===== config.mk =====
export PLATFORM = sky130hd
export DESIGN_NAME = gf12_pad_bank_ctrl
export DESIGN_NICKNAME = d
export VERILOG_FILES = /design/src/rtl/gf12_pad_pkg.sv /design/src/rtl/gf12_pad_chan.sv /design/src/rtl/gf12_pad_bank_ctrl.sv
export SDC_FILE = /design/constraint.sdc
export NUM_CORES = 1
export LEC_CHECK = 0
export CAP_MARGIN = 10
export CELL_PAD_IN_SITES_DETAIL_PLACEMENT = 0
export CELL_PAD_IN_SITES_GLOBAL_PLACEMENT = 1
export CORE_MARGIN = 4
export CORE_UTILIZATION = 43
export DETAILED_ROUTE_END_ITERATION = 16
export PLACE_DENSITY = 0.86
export SYNTH_ARGS = -nofsm -noshare
export SYNTH_HDL_FRONTEND = slang
export SYNTH_HIERARCHICAL = 1
export SYNTH_SLANG_ARGS = --single-unit

===== constraint.sdc =====
create_clock -name clk -period 5.4 [get_ports clk]
set_input_delay 1.62 -clock clk [delete_from_list [all_inputs] [get_ports clk]]
set_output_delay 1.62 -clock clk [all_outputs]
set_load 0.02 [all_outputs]

===== src/rtl/gf12_pad_pkg.sv =====
// Shared types and constants for the GF12 pad bank controller.
package gf12_pad_pkg;

   // Field order mirrors the cfg_wdata layout: [3] ie_en, [2] sr, [1:0] ds.
   typedef struct packed {
      logic       ie_en;
      logic       sr;
      logic [1:0] ds;
   } pad_cfg_t;

   typedef enum logic [1:0] {
      INPUT = 2'd0,
      TURN  = 2'd1,
      DRIVE = 2'd2
   } pad_state_t;

   localparam int CNT_W = 4;

   localparam pad_cfg_t PAD_CFG_RST = '{ie_en: 1'b1, sr: 1'b0, ds: 2'b01};

   // Reinterpret a raw 4-bit config word as the structured config.
   function automatic pad_cfg_t to_pad_cfg(input logic [3:0] raw);
      pad_cfg_t c;
      c = pad_cfg_t'(raw);
      return c;
   endfunction

endpackage


===== src/rtl/gf12_pad_chan.sv =====
// One pad channel: direction FSM with break-before-make turnaround,
// config register, output data register and input synchroniser.
module gf12_pad_chan
   import gf12_pad_pkg::*;
#(
   parameter int SYNC_STAGES = 2,
   parameter int TURN_CYCLES = 2
) (
   input  logic     clk,
   input  logic     rst,
   input  logic     cfg_we,
   input  pad_cfg_t cfg_wdata,
   output pad_cfg_t cfg,
   output logic     in_turn,
   input  logic     core_out,
   input  logic     oe_req,
   output logic     oe_ack,
   output logic     core_in,
   output logic     pad_a,
   output logic     pad_oe,
   output logic     pad_ds0,
   output logic     pad_ds1,
   output logic     pad_sr,
   output logic     pad_ie,
   input  logic     pad_y
);

   localparam logic [CNT_W-1:0] TURN_RELOAD = CNT_W'(TURN_CYCLES - 1);

   pad_state_t       state_q, state_d;
   logic [CNT_W-1:0] cnt_q, cnt_d;
   logic             tgt_q, tgt_d;
   pad_cfg_t         cfg_q;
   logic             pad_a_q;
   logic             core_in_q;
   // Free-running front of the synchroniser; core_in_q is its gated last stage.
   logic [SYNC_STAGES-2:0] sync_p;

   // FSM state, turnaround counter and target direction.
   always_ff @(posedge clk or posedge rst) begin
      if (rst) begin
         state_q <= INPUT;
         cnt_q   <= '0;
         tgt_q   <= 1'b0;
      end else begin
         state_q <= state_d;
         cnt_q   <= cnt_d;
         tgt_q   <= tgt_d;
      end
   end

   // Next-state logic; pad controls decode straight from the state register
   // so pad_oe drops on the same edge that leaves DRIVE and on async reset.
   always_comb begin
      state_d = state_q;
      cnt_d   = cnt_q;
      tgt_d   = tgt_q;
      pad_oe  = 1'b0;
      pad_ie  = 1'b0;
      oe_ack  = 1'b0;
      case (state_q)
         INPUT: begin
            pad_ie = cfg_q.ie_en;
            if (oe_req) begin
               tgt_d   = 1'b1;
               cnt_d   = TURN_RELOAD;
               state_d = TURN;
            end
         end
         TURN: begin
            if (oe_req != tgt_q) begin
               // Request changed mid-turnaround: restart the full dead time.
               tgt_d = oe_req;
               cnt_d = TURN_RELOAD;
            end else if (cnt_q == '0) begin
               state_d = tgt_q ? DRIVE : INPUT;
            end else begin
               cnt_d = cnt_q - 1'b1;
            end
         end
         DRIVE: begin
            pad_oe = 1'b1;
            oe_ack = 1'b1;
            if (!oe_req) begin
               tgt_d   = 1'b0;
               cnt_d   = TURN_RELOAD;
               state_d = TURN;
            end
         end
         default: begin
            state_d = INPUT;
         end
      endcase
   end

   // Per-pad drive/slew/input-enable configuration.
   always_ff @(posedge clk or posedge rst) begin
      if (rst) begin
         cfg_q <= PAD_CFG_RST;
      end else if (cfg_we) begin
         cfg_q <= cfg_wdata;
      end
   end

   // Output data register, updated regardless of direction.
   always_ff @(posedge clk or posedge rst) begin
      if (rst) begin
         pad_a_q <= 1'b0;
      end else begin
         pad_a_q <= core_out;
      end
   end

   // Input synchroniser; the last stage only advances while listening.
   always_ff @(posedge clk or posedge rst) begin
      if (rst) begin
         sync_p    <= '0;
         core_in_q <= 1'b0;
      end else begin
         sync_p[0] <= pad_y;
         for (int i = 1; i < SYNC_STAGES - 1; i++) begin
            sync_p[i] <= sync_p[i-1];
         end
         if (state_q == INPUT && cfg_q.ie_en) begin
            core_in_q <= sync_p[SYNC_STAGES-2];
         end
      end
   end

   assign cfg     = cfg_q;
   assign in_turn = (state_q == TURN);
   assign pad_a   = pad_a_q;
   assign core_in = core_in_q;
   assign pad_ds0 = cfg_q.ds[0];
   assign pad_ds1 = cfg_q.ds[1];
   assign pad_sr  = cfg_q.sr;

endmodule


===== src/rtl/gf12_pad_bank_ctrl.sv =====
// Bank of GF12 pad channels with a shared config port.
module gf12_pad_bank_ctrl
   import gf12_pad_pkg::*;
#(
   parameter int NPADS       = 8,
   parameter int SYNC_STAGES = 2,
   parameter int TURN_CYCLES = 2,
   localparam int AW         = (NPADS > 1) ? $clog2(NPADS) : 1
) (
   input  logic             clk,
   input  logic             rst,
   input  logic             cfg_valid,
   output logic             cfg_ready,
   input  logic [AW-1:0]    cfg_addr,
   input  logic [3:0]       cfg_wdata,
   output logic [3:0]       cfg_rdata,
   input  logic [NPADS-1:0] core_out,
   input  logic [NPADS-1:0] core_oe_req,
   output logic [NPADS-1:0] core_oe_ack,
   output logic [NPADS-1:0] core_in,
   output logic [NPADS-1:0] pad_a,
   output logic [NPADS-1:0] pad_oe,
   output logic [NPADS-1:0] pad_ds0,
   output logic [NPADS-1:0] pad_ds1,
   output logic [NPADS-1:0] pad_sr,
   output logic [NPADS-1:0] pad_ie,
   input  logic [NPADS-1:0] pad_y
);

   localparam int NSLOT = 1 << AW;

   logic [NPADS-1:0] cfg_we;
   logic [NPADS-1:0] in_turn;
   pad_cfg_t         pad_cfg [NPADS];

   // Address space padded to a power of two; unused slots read as idle/zero.
   logic [NSLOT-1:0] turn_ext;
   pad_cfg_t         rdata_ext [NSLOT];

   for (genvar i = 0; i < NPADS; i++) begin : g_chan
      gf12_pad_chan #(
         .SYNC_STAGES (SYNC_STAGES),
         .TURN_CYCLES (TURN_CYCLES)
      ) u_chan (
         .clk       (clk),
         .rst       (rst),
         .cfg_we    (cfg_we[i]),
         .cfg_wdata (to_pad_cfg(cfg_wdata)),
         .cfg       (pad_cfg[i]),
         .in_turn   (in_turn[i]),
         .core_out  (core_out[i]),
         .oe_req    (core_oe_req[i]),
         .oe_ack    (core_oe_ack[i]),
         .core_in   (core_in[i]),
         .pad_a     (pad_a[i]),
         .pad_oe    (pad_oe[i]),
         .pad_ds0   (pad_ds0[i]),
         .pad_ds1   (pad_ds1[i]),
         .pad_sr    (pad_sr[i]),
         .pad_ie    (pad_ie[i]),
         .pad_y     (pad_y[i])
      );
   end

   for (genvar i = 0; i < NSLOT; i++) begin : g_ext
      if (i < NPADS) begin : g_used
         assign turn_ext[i]  = in_turn[i];
         assign rdata_ext[i] = pad_cfg[i];
      end else begin : g_unused
         assign turn_ext[i]  = 1'b0;
         assign rdata_ext[i] = '0;
      end
   end

   // Config port is stalled only while the addressed pad is turning round.
   always_comb begin
      cfg_ready = ~turn_ext[cfg_addr];
      cfg_rdata = rdata_ext[cfg_addr];
   end

   // Address decode of accepted writes; out-of-range addresses match no pad.
   always_comb begin
      cfg_we = '0;
      for (int i = 0; i < NPADS; i++) begin
         cfg_we[i] = cfg_valid && cfg_ready && (cfg_addr == AW'(i));
      end
   end

endmodule


==> impl_results.md, run 1 <==
- # diodes: 0
- Post-detail-place hpwl: 10,700 um
- Post-DP Area: 7150 um^2
- CTS tree: yes
- Yosys cell types: 55
- Top cell type's share of synthesized area: 0.388
- Yosys reg bits: 112
- Sequential cell area fraction in the yosys report: 0.455
- Top Metal Used: met4
- Wl on met1: 6170 um
- Gpl congestion: 0.831
- Area leader, netlist: dfrtp_1
- Die width: 128 um
- Final WS setup: 27.8 ps
- Yosys synthesis warning count: 6
- Min Clock Period, post-route: 5370 ps
- Hold Vio Cnt, Final: 0
- Met3 Wirelength: 909 um
- Setup violators final: 0
- I/O pin total: 103
- CP required: 3780 ps
- Worst-path clk slew: 70 ps
- CP arrival: 3750 ps
- Logic pwr share: 0.441
- Internal power: 2.51 mW
- Status: completed
- Number of global-route vias before repair: 4,315
- Slew @ Worst Pin: 901 ps
- Routed length on met2: 6700 um
- Setup repair bufs after CTS: 0
- 1st-pass router iterations: 4
- DRT Wirelength: 14,000 um
- Pleak: 3.16 nW
- Syn Inst Count: 521
- Initial drt markers: 198
- Clock power frac: 0.180
- Psw: 1.49 mW
- Max-cap viol count: 0
- Die Ht: 128 um
- Clk root buf: clkbuf_16
- Unrepaired setup endpoints after global routing: no
- GRT Overall Usage: 0.175
- Vias/cell: 5.37
- Most used flip-flop cell after synthesis: dfrtp_1
- Row count: 43
- Layout cells sized above 1: 0.208
- Initial antenna violation count: 0
- H-tree Lvls: 3
- DR WL/cell: 17.9 um
- Synth area leaders: dfrtp_1 39%, dfstp_2 6.8%, mux2_2 6.0%
- Synth Area per Inst: 11.9 um^2
- Synth Net Count: 571
- Clock Sinks: 112
- FILL cells: 1,183
- CTS max path bufs: 2
- Clk Latency, worst-skew pair: 350 ps
- Post-route ant nets: 0
- Post-layout nets: 645
- DRC violations left: 0
- I/O Buffers: 102
- Synth cell count leaders: 96 x dfrtp_1, 37 x inv_1, 33 x buf_4, 33 x mux2_2, 24 x nor3_1
- Grt ovf: 0
- Worst-path fanout max: 13
- Vias: 4,190
- Final instance area: 7480 um^2
- CP startpoint kind: primary input
- Asr flop ratio synth: 1.00
- First-pass GRT wire length: 22,500 um
- WS Path Type: primary input to output port
- Clock skew: 7.51 ps
- Hold Path Class: flop to flop
- Fin crit share: 0.995
- DP Worst Slack: 77.3 ps
- Num CTS Buffers: 9
- FMAX: 186 MHz
- PwrDens: 534 nW/um^2
- CP endpoint kind: output port
- Post-CTS Hold Buffers: 0
- Post-synth EDFFs: 0
- Switching share of power: 0.372
- Worst vdd ir: 241 uV
- Worst slew margin: 0.391
- Die ar.: 16,400 um^2
- Worst-case hold slack: 466 ps
- Cell Area, Synth: 6200 um^2
- Pin count of the biggest net entering global routing: 25
- Cell with the most instances after synthesis: dfrtp_1
- Slew Limit Fails: 0
- Fin Setup TNS: 0 ps
- PostCTS Resize Cnt: 0
- Reg power frac: 0.379
- Core area: 14,000 um^2
- Synthesis-to-finish area growth: 20.7%
- Initial Util: 0.443
## layout by cell type, fill, tap and decap left out, types with 9 or more instances in the layout
cell type and n:
nor3_1 24, o21ai_0 17, inv_1 37, mux2_1 12, ha_1 16, nor2_1 17, nand2_1 12, o311ai_1 10
mux2_2 33, dfrtp_1 96, dfstp_2 16, nor3b_1 16, clkdlybuf4s50_1 102, clkbuf_16 9, nor2b_1 22
## cell type report
type,count,area [um^2],share of cell area
clock buffer,13,260,0.0348
clock inverter,3,65.1,0.00870
sequential,112,2820,0.378
multi-input combinational,324,2880,0.386
timing repair buffer,106,1060,0.142
tap,180,225,0.0301
inverter,42,158,0.0211
## metal layers
| metal | track usage | up-vias |
|---|---|---|
| met5 | 0 | - |
| met4 | 0.0412 | 0 |
| met3 | 0.0604 | 19 |
| met2 | 0.284 | 108 |
| met1 | 0.227 | 2094 |
| li1 | - | 1969 |
## critical path, cell delays in order
cell and delay (ps):
clkdlybuf4s50_1 620, buf_4 240, a211oi_1 70, o31ai_1 270, a21boi_1 250, clkdlybuf4s50_1 670
## registers in the layout (all words and copies together) (netlist names)
name                   flops
g_chan.u_chan/cfg         24
g_chan.u_chan/sync_p       8
g_chan.u_chan/cnt_q       32
g_chan.u_chan/pad_a        8
g_chan.u_chan/pad_sr       8
g_chan.u_chan/core_in      8
g_chan.u_chan/tgt_q        8
g_chan.u_chan/state_q     16
## power groups by stage
stage / Sequential [mW] / Clock, mW / Combinational [mW]
floorplan: 1.56 / 0 / 1.17
global placement: 1.51 / 0 / 1.71
detailed placement: 1.52 / 0 / 1.76
CTS: 1.51 / 0.735 / 1.77
global route: 1.55 / 0.771 / 1.92
finish: 1.51 / 0.717 / 1.76
## kinds of logic after synthesis
logic type                 Yosys count  share of synthesized area
DFF                                112                      0.455
adders and majority gates           16                     0.0323
and+or+nand+nor                    142                      0.155
xor gates and xnor gates            16                     0.0323
muxes                               67                      0.138
buffers and inverters               85                     0.0793
AOI/OAI and AO/OA                   83                      0.107
## stage by stage
stage,power (mW),std cells,utilization
after floorplan,2.73,521,-
after global placement,3.22,764,0.511
after CTS,4.02,780,0.535
after global routing,4.24,780,0.535
after detailed placement,3.28,764,0.511
final,3.99,780,0.535
## path summary, 6_finish.rpt
| kind | startpoint | to | slack (ps) | cells past startpoint |
|---|---|---|---|---|
| setup / recovery | cfg_addr[0] | cfg_rdata[3] | 30 | 6 |
| hold / removal | g_chan[3].u_chan/sync_p | g_chan[3].u_chan/core_in | 470 | 1 |
| setup reg to reg | g_chan[4].u_chan/state_q[1] | g_chan[4].u_chan/pad_sr | 3470 | 4 |
| hold reg to reg | g_chan[3].u_chan/sync_p | g_chan[3].u_chan/core_in | 470 | 1 |
| max in group asynchronous | rst | g_chan[2].u_chan/cfg[0] | 3030 | 2 |
| min in group asynchronous | rst | g_chan[5].u_chan/cnt_q[1] | 1980 | 2 |
Note: power is estimated with default switching activity, not from simulation.
==> inputs of run 2 (changes only) <==
==> constraint.sdc (replaced) <==
create_clock -name clk -period 5.4 [get_ports clk]
set_input_delay 1.62 -clock clk [delete_from_list [all_inputs] [get_ports clk]]
set_output_delay 1.62 -clock clk [all_outputs]
set_load 0.01 [all_outputs]
==> run 2 against run 1 <==
First-iteration DRC count shrank 0.51%. Hold slack gained 1.5 ps. Clock skew shrank 3.9 ps. Die area is the same. Core utilization shrank 0.19 points. Critical path type unchanged.
==> impl_results.md, run 2 (synthesized netlist as in run 1, its figures left out) <==
- Max reg flops: 32 (unchanged)
- Final WS setup: 119 ps (+91.1 ps)
- Num CTS Buffers: 9 (unchanged)
- Clk Latency, worst-skew pair: 350 ps (about the same)
- Slowest stage cell, crit path: clkdlybuf4s50_1
- Crit path largest cell delay: 610 ps (-60 ps)
- Initial antenna violation count: 1 (+1)
- Reg2Reg Launch Point: g_chan[4].u_chan/state_q[1]
- Most common cell after layout, fill and taps aside: clkdlybuf4s50_1
- WP buf/inv: 3 (unchanged)
- Clock Sinks: 112 (unchanged)
- Worst-path fanout max: 13 (unchanged)
- Pin count of the biggest net entering global routing: 25 (unchanged)
- Gpl congestion: 0.806 (-3.0%)
- Fin crit share: 0.978 (-0.0169)
- CTS max path bufs: 2 (unchanged)
- Worst slew margin: 0.415 (+0.0242)
- Cell mode on critical path: clkdlybuf4s50_1
- Vias: 4,209 (+0.45%)
- FMAX: 189 MHz (+1.7%)
- Grt ovf: 0 (unchanged)
- DRC violations left: 0 (unchanged)
- Post-CTS Hold Buffers: 0 (unchanged)
- PwrDens: 513 nW/um^2 (-4.0%)
- Pleak: 3.14 nW (-0.79%)
- Tot Pwr: 3.82 mW (-4.3%)
- Vias/cell: 5.40 (+0.45%)
- WS Path Type: primary input to output port
- CP startpoint kind: primary input
- Core area: 14,000 um^2 (unchanged)
- Leading cell types in the layout, fill and taps excluded: 102 x clkdlybuf4s50_1, 96 x dfrtp_1, 37 x inv_1
- R2R cell count: 4 (unchanged)
- GRT Overall Usage: 0.178 (+0.00270)
- Setup violators final: 0 (unchanged)
- CTS tree: yes
- Status: completed
- Biggest register: g_chan.u_chan/cnt_q
- Min Clock Period, post-route: 5280 ps (-91.1 ps)
- Critical path launch point: cfg_addr[0]
- Setup repair bufs after CTS: 0 (unchanged)
- CP endpoint kind: output port
- Slew @ Worst Pin: 865 ps (-35.8 ps)
- Crit path depth: 6 (unchanged)
- Max-cap viol count: 0 (unchanged)
- PostCTS Resize Cnt: 0 (unchanged)
- Hold Vio Cnt, Final: 0 (unchanged)
- DP Worst Slack: 125 ps (+47.5 ps)
- Synthesis-to-finish area growth: 20.2%
- Layout cells sized above 1: 0.210 (+0.00167)
- Initial drt markers: 197 (-0.51%)
- Worst vdd ir: 266 uV (+11%)
- Slew Limit Fails: 0 (unchanged)
- Fin Setup TNS: 0 ps (unchanged)
- CP arrival: 3660 ps (-90 ps)
- Clock skew: 3.57 ps (-3.94 ps)
- # diodes: 0 (unchanged)
- Worst Setup EP: cfg_rdata[3]
- Critical path's top delay family: buffers and inverters
- Clk root buf: clkbuf_16
- Die ar.: 16,400 um^2 (unchanged)
- R2R Path End: g_chan[4].u_chan/cfg[1]
- Post-detail-place hpwl: 10,700 um (+0.38%)
- R2r setup slk: 3450 ps (-20 ps)
- 1st-pass router iterations: 4 (unchanged)
- CP required: 3780 ps (about the same)
- Initial Util: 0.443 (unchanged)
- DR WL/cell: 18.0 um (+0.37%)
- DRT Wirelength: 14,000 um (+0.37%)
- CP Cell Sequence: clkdlybuf4s50_1 -> buf_4 -> a211oi_1 -> o31ai_1 -> a21boi_1 -> clkdlybuf4s50_1
- Hold Path Class: flop to flop
- Die Ht: 128 um (unchanged)
- First-pass GRT wire length: 23,000 um (+1.9%)
- Row count: 43 (unchanged)
- Worst-path clk slew: 70 ps (about the same)
- H-tree Lvls: 3 (unchanged)
- Post-layout nets: 645 (unchanged)
- Post-route ant nets: 0 (unchanged)
- I/O Buffers: 102 (unchanged)
- Die width: 128 um (unchanged)
- Number of global-route vias before repair: 4,319 (+0.093%)
- Unrepaired setup endpoints after global routing: no
- I/O pin total: 103 (unchanged)
## run 2: through the flow
| step | util | instances | area (um^2) | hold WS (ps) |
|---|---|---|---|---|
| final | 0.533 | 780 | 7450 | 467 |
| after global routing | 0.533 | 780 | 7450 | 480 |
| after CTS | 0.533 | 780 | 7450 | 472 |
| after detailed placement | 0.511 | 764 | 7150 | 456 |
| after global placement | 0.511 | 764 | 7150 | 441 |
| after floorplan | - | 521 | 6200 | 439 |
## run 2: worst min path at each step
stage	end	cells after the start	slack [ps]	start
after detailed placement	g_chan[4].u_chan/core_in	1	460	g_chan[4].u_chan/sync_p
final	g_chan[4].u_chan/core_in	1	470	g_chan[4].u_chan/sync_p
after global placement	g_chan[2].u_chan/core_in	1	440	g_chan[2].u_chan/sync_p
after CTS	g_chan[4].u_chan/core_in	1	470	g_chan[4].u_chan/sync_p
after floorplan	g_chan[0].u_chan/core_in	1	440	g_chan[0].u_chan/sync_p
after global routing	g_chan[4].u_chan/core_in	1	480	g_chan[4].u_chan/sync_p
## run 2: layout make-up
| cell class | count | area, um^2 |
|---|---|---|
| Multi-Input combinational cell | 324 | 2880 |
| Inverter | 42 | 158 |
| Timing Repair Buffer | 106 | 1060 |
| Fill cell | 1186 | 6540 |
| Clock inverter | 6 | 70.1 |
| Sequential cell | 112 | 2820 |
| Clock buffer | 10 | 229 |
| Tap cell | 180 | 225 |
## run 2: report_power, final
part | internal, mW | switching (mW) | leakage (nW)
Clock | 0.361 | 0.306 | 0.135
Sequential | 1.18 | 0.331 | 1.35
Combinational | 0.892 | 0.748 | 1.65
Total | 2.44 | 1.39 | 3.14
## run 2: routing by layer
layer	track usage	routed length, um
met5	0	12
met4	0.0568	200
met3	0.0517	1050
met2	0.286	6660
met1	0.233	6080
